**config.mk**
```make
export PLATFORM = sky130hd
export DESIGN_NAME = mini_ctrl_sequencer
export DESIGN_NICKNAME = d
export VERILOG_FILES = /design/src/rtl/mini_ctrl_sequencer.sv
export SDC_FILE = /design/constraint.sdc
export NUM_CORES = 1
export LEC_CHECK = 0
export ABC_AREA = 1
export ABC_CLOCK_PERIOD_IN_PS = 1800
export BUFFER_PORTS_ARGS = -buffer_cell sky130_fd_sc_hd__buf_2
export CAP_MARGIN = 20
export CORE_UTILIZATION = 35
export CTS_CLUSTER_SIZE = 40
export DETAILED_ROUTE_END_ITERATION = 10
export GPL_TIMING_DRIVEN = 0
export PLACE_DENSITY = 0.66
export RECOVER_POWER = 50
export SYNTH_ARGS = -nofsm -noshare
export SYNTH_HDL_FRONTEND = slang
export SYNTH_SLANG_ARGS = --single-unit
```
**constraint.sdc**
```tcl
create_clock -name clock -period 1.8 [get_ports clock]
set_clock_uncertainty 0.2 [all_clocks]
set_input_delay 0.09 -clock clock [delete_from_list [all_inputs] [get_ports clock]]
set_output_delay 0.09 -clock clock [all_outputs]
set_load 0.02 [all_outputs]
```
**src/rtl/mini_ctrl_sequencer.sv**
```systemverilog
// Multi-cycle fetch/decode/execute control sequencer for the 32-bit CPU datapath.
// Optional illegal-opcode trap: define ILLEGAL_OP_TRAP_EN.
module mini_ctrl_sequencer #(
    parameter int                  OPCODE_W = 5,
    parameter logic [OPCODE_W-1:0] ADD_OP   = 5'b00011
) (
    input  logic                clock,
    input  logic                reset_n,
    input  logic [OPCODE_W-1:0] opcode,
    input  logic                con_ff,
    input  logic                mem_ready,
    output logic                PCout,
    output logic                MARin,
    output logic                IncPC,
    output logic                PCin,
    output logic                Zin,
    output logic                Zlowout,
    output logic                Yin,
    output logic                MDRin,
    output logic                MDRout,
    output logic                IRin,
    output logic                CONin,
    output logic                Cout,
    output logic                Gra,
    output logic                Grb,
    output logic                Grc,
    output logic                Rin,
    output logic                Rout,
    output logic                BAout,
    output logic                Read,
    output logic                Write,
    output logic [OPCODE_W-1:0] alu_op,
    output logic                run,
    output logic                illegal
);

    typedef enum logic [3:0] {
        S_RST, S_T0, S_T1, S_T2, S_T3, S_T4, S_T5, S_T6, S_T7, S_HALT
    } state_t;

    typedef enum logic [3:0] {
        C_LD, C_LDI, C_ST, C_RALU, C_IALU, C_BR, C_NOP, C_HALT, C_ILL
    } cls_t;

    state_t              r_state;
    state_t              w_next;
    cls_t                r_cls;
    cls_t                w_cls;
    logic [OPCODE_W-1:0] r_alu;
    logic [OPCODE_W-1:0] w_alu;

    // Opcode is only valid from T3 on, so T3 decodes it live and later states use the latched class.
    always_comb begin
        w_alu = ADD_OP;
        case (opcode) inside
            5'b00000:                   w_cls = C_LD;
            5'b00001:                   w_cls = C_LDI;
            5'b00010:                   w_cls = C_ST;
            [5'b00011:5'b01100]: begin  w_cls = C_RALU; w_alu = opcode; end
            5'b01101: begin             w_cls = C_IALU; w_alu = 5'b00011; end
            5'b01110: begin             w_cls = C_IALU; w_alu = 5'b00101; end
            5'b01111: begin             w_cls = C_IALU; w_alu = 5'b00110; end
            5'b10010:                   w_cls = C_BR;
            5'b11010:                   w_cls = C_NOP;
            5'b11011:                   w_cls = C_HALT;
            default:                    w_cls = C_ILL;
        endcase
    end

    // NOTE: sequential state uses non-blocking assignments so every register updates from pre-edge values.
    always_ff @(posedge clock or negedge reset_n) begin
        if (!reset_n) begin
            r_state <= S_RST;
            r_cls   <= C_NOP;
            r_alu   <= '0;
        end else begin
            r_state <= w_next;
            if (r_state == S_T3) begin
                r_cls <= w_cls;
                r_alu <= w_alu;
            end
        end
    end

`ifdef ILLEGAL_OP_TRAP_EN
    logic r_illegal;

    always_ff @(posedge clock or negedge reset_n) begin
        if (!reset_n) begin
            r_illegal <= 1'b0;
        end else if (r_state == S_T3 && w_cls == C_ILL) begin
            r_illegal <= 1'b1;
        end
    end

    assign illegal = r_illegal;
`else
    assign illegal = 1'b0;
`endif

    // NOTE: every output and the next state get a default first, so no path through the case infers a latch.
    always_comb begin
        w_next  = r_state;
        PCout   = 1'b0; MARin  = 1'b0; IncPC  = 1'b0; PCin  = 1'b0;
        Zin     = 1'b0; Zlowout = 1'b0; Yin   = 1'b0; MDRin = 1'b0;
        MDRout  = 1'b0; IRin   = 1'b0; CONin  = 1'b0; Cout  = 1'b0;
        Gra     = 1'b0; Grb    = 1'b0; Grc    = 1'b0; Rin   = 1'b0;
        Rout    = 1'b0; BAout  = 1'b0; Read   = 1'b0; Write = 1'b0;
        alu_op  = '0;
        run     = 1'b1;

        case (r_state)
            S_RST: w_next = S_T0;
            S_T0: begin
                PCout = 1'b1; MARin = 1'b1; IncPC = 1'b1; Zin = 1'b1;
                w_next = S_T1;
            end
            S_T1: begin
                Zlowout = 1'b1; PCin = 1'b1; Read = 1'b1; MDRin = 1'b1;
                if (mem_ready) w_next = S_T2;
            end
            S_T2: begin
                MDRout = 1'b1; IRin = 1'b1;
                w_next = S_T3;
            end
            S_T3: begin
                w_next = S_T4;
                case (w_cls)
                    C_RALU, C_IALU: begin Grb = 1'b1; Rout = 1'b1; Yin = 1'b1; end
                    C_LD, C_LDI, C_ST: begin Grb = 1'b1; BAout = 1'b1; Yin = 1'b1; end
                    C_BR:   begin Gra = 1'b1; Rout = 1'b1; CONin = 1'b1; end
                    C_HALT: w_next = S_HALT;
`ifdef ILLEGAL_OP_TRAP_EN
                    C_ILL:  w_next = S_HALT;
`endif
                    default: w_next = S_T0;
                endcase
            end
            S_T4: begin
                w_next = S_T5;
                if (r_cls == C_BR) begin
                    PCout = 1'b1; Yin = 1'b1;
                end else begin
                    Zin = 1'b1; alu_op = r_alu;
                    if (r_cls == C_RALU) begin
                        Grc = 1'b1; Rout = 1'b1;
                    end else begin
                        Cout = 1'b1;
                    end
                end
            end
            S_T5: begin
                case (r_cls)
                    C_LD, C_ST: begin Zlowout = 1'b1; MARin = 1'b1; w_next = S_T6; end
                    C_BR: begin Cout = 1'b1; alu_op = r_alu; Zin = 1'b1; w_next = S_T6; end
                    default: begin Zlowout = 1'b1; Gra = 1'b1; Rin = 1'b1; w_next = S_T0; end
                endcase
            end
            S_T6: begin
                case (r_cls)
                    C_LD: begin
                        Read = 1'b1; MDRin = 1'b1;
                        if (mem_ready) w_next = S_T7;
                    end
                    C_ST: begin Gra = 1'b1; Rout = 1'b1; MDRin = 1'b1; w_next = S_T7; end
                    default: begin
                        Zlowout = con_ff; PCin = con_ff;
                        w_next = S_T0;
                    end
                endcase
            end
            S_T7: begin
                if (r_cls == C_ST) begin
                    Write = 1'b1;
                    if (mem_ready) w_next = S_T0;
                end else begin
                    MDRout = 1'b1; Gra = 1'b1; Rin = 1'b1;
                    w_next = S_T0;
                end
            end
            S_HALT: run = 1'b0;
            default: w_next = S_RST;
        endcase
    end

endmodule

```
==> results of run 1 <==
==> where the power goes <==
part           internal, uW  leakage (uW)  switching [uW]  total (uW)
clock network          85.9     0.0000150            89.8         176
registers               443      0.000153             177         620
logic                   635      0.000744            1010        1640
total                  1160      0.000912            1280        2440
==> state kept, by name, indices dropped and copies added (netlist names) <==
| register | cells |
|---|---|
| r_state | 4 |
| r_cls | 4 |
| r_alu | 5 |
==> logic make-up after synthesis <==
| group | Yosys count |
|---|---|
| other | 1 |
| and+or+nand+nor | 135 |
| DFF | 13 |
| AOI/OAI and AO/OA | 17 |
| buffers and inverters | 33 |
==> layer usage <==
layer / vias to the layer above / share of wire [%]
met1: 661 / 42
met4: 0 / 0.61
met5: - / 0
met3: 4 / 4.2
met2: 39 / 53
li1: 732 / -
==> per-stage QoR <==
step	hold slack (ps)	cell area [sq um]	setup TNS, ps	utilization [%]	cells
floorplan	-406	1150	0	-	199
global placement	-216	1370	0	44.6	277
detailed placement	-212	1370	0	44.6	277
CTS	19.7	1490	-1330	48.5	286
global route	51.1	1740	-1880	56.6	294
finish	45.6	1740	-556	56.6	294
==> cells in the final DEF (no fill, tap or decap), drive strengths merged <==
cell,count
nor2,44
nand3b,1
a21oi,2
nand3,17
o22ai,1
o211ai,1
nor4,1
dfstp,2
inv,29
clkbuf,5
conb,1
nor3,2
o2111ai,1
nand4,8
nand2,62
dfrtp,11
dlygate4sd3,4
a31oi,1
o21ai,11
clkinv,1
buf,45
==> area by class of cell <==
| class | instances | area share (%) |
|---|---|---|
| repair buffers | 47 | 18.6 |
| inverters | 30 | 6.60 |
| flip-flops and latches | 13 | 19.2 |
| well taps | 44 | 3.16 |
| plain buffers | 3 | 1.72 |
| multi-input cells | 153 | 49.2 |
| clock buffers | 4 | 1.51 |
==> critical path: stages, from the launching register on <==
cell	delay, ps
dfstp_2	560
inv_2	50
nor2_4	110
nand2_4	90
a21oi_4	260
nor2_1	80
buf_4	160
==> worst min path at each step <==
stage                    from  cells after the start       end
finish              opcode[0]                      4  r_cls[1]
global route        opcode[0]                      4  r_cls[1]
CTS                   reset_n                      2  r_alu[3]
detailed placement    reset_n                      1  r_alu[3]
global placement      reset_n                      1  r_alu[2]
floorplan             reset_n                      0  r_alu[0]
==> cells in the mapped netlist <==
library cell	instances	area share [%]
nand2_1	61	20
o211ai_1	1	0.65
buf_4	1	0.65
inv_2	3	0.98
nand3_4	1	1.5
nor3_1	2	0.87
clkinv_1	1	0.33
a31oi_1	1	0.55
nor2_1	39	13
nor2_4	1	0.98
nor4_1	1	0.55
conb_1	1	0.33
nand4_1	8	4.4
nand2_2	1	0.55
a21oi_2	1	0.76
nand3b_1	1	0.65
dfstp_2	2	4.6
dfrtp_1	11	24
nand3_1	16	7.0
a21oi_1	1	0.44
nor2_2	4	2.2
o21ai_0	11	4.8
o2111ai_1	1	0.76
inv_1	26	8.5
buf_2	2	0.87
o22ai_1	1	0.55
==> timing repair <==
| item | CTS | global route |
|---|---|---|
| hold endpoints to repair | 16 | 0 |
| gates cloned | 0 | 0 |
| pin swaps | 0 | 12 |
| hold buffers | 4 | 0 |
| setup buffers | 1 | 8 |
| resized for setup | 15 | 64 |
| setup endpoints to repair | 21 | 23 |
==> reports/qor.csv, run 1 <==
stage,metric,value,unit
place,preCtsSetupSlack,53.5,ps
final_layout,diodes,0,
critical_path,cp-endpoint,alu_op[2],
global_routing,antenna_found_initial,0,
clock_tree,clock_latency,270,ps
final_layout,final_nets,260,
critical_path,crit_required,1510,ps
synth,syn_nets,208,
sta,slew_headroom,55.0,%
floorplanning,die-area,0.00351,sq mm
route,vias,1436,
global_routing,met3_usage,4.80,%
sta,fin_ws,-81.0,ps
route,wl,3420,microns
sta,fmax,532,MHz
final_layout,fillers,324,
critical_path,cp-start-kind,flip-flop,
final_layout,area_growth,51.7,%
place,io_buffers,34,
global_routing,grt_pass1_vias,1273,
place,dpl.hpwl,2480,microns
critical_path,rr_endpoint,r_state[0],
sta,final.period_utilization,105,%
route,remaining_drc_errors,0,
critical_path,ff2ff_path_depth,8,
route,drt_iter0_markers,68,
route,final_antenna_net_count,0,
clock_tree,clk_path_buf_depth,2,
synth,ys_seq_elements,13,
final_layout,multiInputGateArea,857,sq um
synth,synth_area,0.00115,sq mm
global_routing,top_usage_layer,met2,
critical_path,rr_startpoint,r_state[2],
floorplanning,die_x,59.3,microns
synth,synth-xor-area-share,0,%
floorplanning,coreArea,0.00308,sq mm
global_routing,grt_max_degree,14,
flow_run,maxCapViolCount,0,
power_and_ir_drop,p_total,2440,uW
power_and_ir_drop,p_leak,0.000912,uW
global_routing,grt_use_total,20.6,%
floorplanning,row_count,20,
synth,postSynthCellCount,199,
route,via_per_inst,4.88,
sta,rsz0062_at_grt,yes,
critical_path,crit_path_end_kind,output pin,
synth,synth_fa_ha_area_share,0,%
synth,syn-mean-instance-area,5.77,sq um
clock_tree,clock_sinks,13,
clock_tree,clkTransAtPathRegs,70,ps
sta,setup_viol,10,
global_routing,gr-usage-met1,26.0,%
synth,synth_mux_area_share,0,%
clock_tree,cts-root-buf,clkbuf_4,
critical_path,path_class,reg -> out,
critical_path,critPathLaunch,r_cls[2],
power_and_ir_drop,powerDensity,1400,mW/mm^2
synth,synth_top_family_by_area,simple AND/OR/NAND/NOR gates,
power_and_ir_drop,ir_worst_vdd,0.000682,V
worst_hold_path,hold_class,in -> reg,
final_layout,regArea,335,sq um
floorplanning,start_util,37.3,%
sta,drv_slew,0,
route,wl_per_cell,11.6,microns
global_routing,use_met2,35.2,%
global_routing,grt_pass1_wl,5490,microns
clock_tree,htree_levels,1,
synth,yosysUniqueCellTypes,26,
sta,worstMarginPinSlew,674,ps
floorplanning,ioPinCount,36,
synth,synthSimpleGateAreaFrac,51.3,%
floorplanning,die_h,59.3,microns
critical_path,path_max_fanout,7,
run_status,violations,setup timing,
synth,yosysSeqAreaShare,28.5,%
sta,hold_violations,0,
critical_path,rrSetupSlack,230,ps
critical_path,worstPathArrival,1590,ps
synth,synth_compound_area_share,8.50,%
final_layout,drive_above_1_share,39.6,%
place,gp_congestion,0.885,
synth,yosysWarnings,0,
sta,period_needed,1880,ps
route,first_pass_iters,4,
clock_tree,tritoncts,done,
clock_tree,cts_buffers,3,
global_routing,grt_remaining_overflow,0,
run_status,outcome,"finished, violations left",
No activity file was read; power rests on OpenSTA's default activity.
==> inputs of run 2 (changes only) <==
--- a/config.mk
+++ b/config.mk
@@ -5,7 +5,7 @@
 export SDC_FILE = /design/constraint.sdc
 export NUM_CORES = 1
 export LEC_CHECK = 0
-export ABC_AREA = 1
+export ABC_AREA = 0
 export ABC_CLOCK_PERIOD_IN_PS = 1800
 export BUFFER_PORTS_ARGS = -buffer_cell sky130_fd_sc_hd__buf_2
 export CAP_MARGIN = 20
@@ -13,7 +13,7 @@
 export CTS_CLUSTER_SIZE = 40
 export DETAILED_ROUTE_END_ITERATION = 10
 export GPL_TIMING_DRIVEN = 0
-export PLACE_DENSITY = 0.66
+export PLACE_DENSITY = 0.57
 export RECOVER_POWER = 50
 export SYNTH_ARGS = -nofsm -noshare
 export SYNTH_HDL_FRONTEND = slang
==> run 2 against run 1 <==
  * The flow still finishes with violations (setup timing)
  * Global-route usage is 2.7 points higher
  * Synthesized cell count is 14% lower
  * Die area is 6.2% higher
  * Count of clock-buffer cells in the layout stayed put
  * Cell count is 3.4% lower
  * Non-clock buffer count is 26 higher
  * Sequential power is 5.0% lower
  * Via count is 11% higher
  * Clock power hardly changed
  * Critical path type unchanged
  * Largest power group unchanged
==> reports/qor.csv, run 2 <==
stage,metric,value,unit,change
route,drt_iter0_markers,108,,+59%
synth,postSynthCellCount,172,,-14%
power_and_ir_drop,p_leak,0.00102,uW,+12%
critical_path,slowest_stage,dfstp_2,,
synth,yosys-top-cells-area,"dfrtp_1, nor2_1, nand2_1, o21ai_0, dfstp_2",,
sta,slew_headroom,54.0,%,-1.1 points
critical_path,cp-start-kind,flip-flop,,
global_routing,grt_remaining_overflow,0,,unchanged
sta,rsz0062_at_grt,yes,,
final_layout,stdcell_count,284,,-3.4%
floorplanning,coreArea,0.00334,sq mm,+8.4%
clock_tree,clk_path_buf_depth,2,,unchanged
synth,syn-mean-instance-area,7.11,sq um,+23%
floorplanning,start_util,36.6,%,-0.68 points
critical_path,max_stage_delay,540,ps,-20 ps
final_layout,area_growth,85.3,%,
global_routing,grt_use_total,23.2,%,+2.7 points
synth,netlist_top_cells_count,"nor2_1, nand2_1, dfrtp_1, o21ai_0, clkbuf_1",,
place,place_inst,250,,-9.7%
final_layout,layout_commonest_cell,buf_4,,
critical_path,crit_required,1510,ps,about the same
power_and_ir_drop,ir_worst_vdd,0.000671,V,-1.5%
sta,fmax,441,MHz,-17%
global_routing,grt_max_degree,14,,unchanged
synth,synth_edf_count,0,,unchanged
critical_path,path_max_fanout,3,,-4
synth,synth_ff_type,dfrtp_1,,
route,wl,4580,microns,+34%
sta,hold_violations,0,,unchanged
synth,synth_area,0.00122,sq mm,+6.4%
final_layout,drive_above_1_share,58.8,%,+19 points
sta,worstMarginPinSlew,691,ps,+16.2 ps
sta,fin_hold_ws,118,ps,+72.9 ps
clock_tree,htree_levels,1,,unchanged
sta,final.period_utilization,126,%,+21 points
critical_path,rr_startpoint,r_cls[2],,
final_layout,design_area,0.00226,sq mm,+30%
sta,setup_viol,28,,+18
place,placed_area,0.00149,sq mm,+8.5%
sta,drv_slew,0,,unchanged
final_layout,largest_register_ffs,5,,unchanged
global_routing,grt_pass1_vias,1415,,+11%
route,first_pass_iters,4,,unchanged
run_status,violations,setup timing,,
synth,syn_nets,181,,-13%
synth,synth_top_area_share,22.5,%,-1.4 points
route,via_per_inst,5.63,,+15%
floorplanning,row_count,21,,+5.0%
clock_tree,cts_buffers,3,,unchanged
final_layout,top_register,r_alu,,
final_layout,final_cell_mix,"buf_4, buf_6, nor2_1, buf_2, nand2_1",,
route,vias,1599,,+11%
run_status,outcome,"finished, violations left",,
clock_tree,clock_sinks,13,,unchanged
place,dpl.hpwl,2780,microns,+12%
final_layout,post-route-util,67.9,%,+11 points
route,wl_per_cell,16.1,microns,+39%
synth,synth.most_common_cell,nor2_1,,
clock_tree,clock_latency,270,ps,about the same
synth,ys_seq_elements,13,,unchanged
synth,yosysWarnings,0,,unchanged
floorplanning,die_x,61.1,microns,+3.1%
critical_path,crit_path_end_kind,output pin,,
critical_path,crit_chain,"and3b_1, and2b_2, nand2b_4, o21ai_2, or3_4, buf_6",,
synth,synth_area_leader_cell,dfrtp_1,,
worst_hold_path,hold_class,in -> reg,,
critical_path,critPathBufInv,1,,-1
sta,tns,-6610,ps,-6060 ps
global_routing,antenna_found_initial,0,,unchanged
global_routing,grt_pass1_wl,6430,microns,+17%
worst_hold_path,hold_start,opcode[1],,
clock_tree,tritoncts,done,,
sta,fin_ws,-466,ps,-385 ps
critical_path,path_delay_family,simple AND/OR/NAND/NOR gates,,
synth,yosysSeqAreaShare,26.8,%,-1.7 points
critical_path,critPathLaunch,r_cls[2],,
place,gp_congestion,0.905,,+2.3%
clock_tree,cts-root-buf,clkbuf_4,,
synth,yosysUniqueCellTypes,49,,+88%
floorplanning,ioPinCount,36,,unchanged
synth,synthArstFlopShare,100,%,unchanged
route,final_antenna_net_count,0,,unchanged
final_layout,final_nets,248,,-4.6%
flow_run,maxCapViolCount,0,,unchanged
critical_path,worstPathArrival,1980,ps,+390 ps
final_layout,reg_top3,"r_alu x5, r_cls x4, r_state x4",,
critical_path,path_class,reg -> out,,
place,io_buffers,32,,-5.9%
power_and_ir_drop,powerDensity,1600,mW/mm^2,+14%
final_layout,diodes,0,,unchanged
sta,period_needed,2270,ps,+385 ps
route,remaining_drc_errors,0,,unchanged
floorplanning,die_h,61.1,microns,+3.1%
floorplanning,die-area,0.00373,sq mm,+6.2%
clock_tree,clkTransAtPathRegs,80,ps,about the same
==> run 2: cell types whose count changed in the layout (fill, tap and decap cells not counted), sizes merged, moves of 8 or more <==
| cell | change |
|---|---|
| nor2 | -22 |
| buf | +20 |
| nand3 | -13 |
| nor2b | +8 |
| inv | -20 |
| nand2 | -41 |
==> run 2: path summary, 6_finish.rpt <==
check | to | slack, ps | cells past startpoint
max | Gra | -470 | 6
max in group asynchronous | r_state[0] | 750 | 2
min reg2reg | r_alu[0] | 290 | 2
max reg2reg | r_state[0] | -280 | 6
min | r_cls[3] | 120 | 4
min in group asynchronous | r_alu[2] | 160 | 2
==> run 2: logic make-up after synthesis <==
kind of cell           after synthesis  share of synthesized area (%)
XOR/XNOR                             1                          0.717
flip-flops                          13                           26.8
multiplexers                         2                           1.74
other                                1                          0.307
buffers and inverters               23                           7.88
AO/OA/AOI/OAI                       47                           26.2
AND/OR/NAND/NOR                     85                           36.3
==> run 2: routing by layer <==
metal,wire (microns),vias to the layer above,track usage (%)
met2,2480,45,42.1
met3,152,16,2.31
met5,0,-,0
met4,167,0,10.4
met1,1780,782,27.7
li1,-,756,-
==> run 2: tightest hold or removal path, stage by stage <==
cell and delay [ps]:
buf_2 120, inv_1 100, a211oi_1 70, o31ai_1 190
==> run 2: stage by stage <==
stage | power (uW) | setup slack (ps)
after CTS | 2950 | -373
after global routing | 3830 | -536
after global placement | 2080 | -355
after detailed placement | 2100 | -372
after floorplan | 1660 | -189
final | 3620 | -466
==> run 2: timing repair <==
action	4_1_cts	5_1_grt
resized for setup	69	66
cloned	1	0
hold buffers	3	0
endpoints found under the setup margin	36	38
endpoints found under the hold margin	15	0
buffers inserted	21	7
pin swaps	19	15
==> run 2: cell type report <==
cell class | instances | area, sq um
inverter | 9 | 33.8
clock buffer | 4 | 26.3
buffer | 12 | 104
fill | 271 | 1070
timing repair buffer | 64 | 543
sequential | 13 | 333
tap | 46 | 57.6
multi-input combinational | 136 | 1170
==> run 2: where the power goes <==
| part | switching, uW | leakage [uW] | internal, uW |
|---|---|---|---|
| sequential | 153 | 0.000155 | 436 |
| clock | 91.9 | 0.0000150 | 85.9 |
| combinational | 1490 | 0.000849 | 1370 |
| total | 1730 | 0.00102 | 1890 |
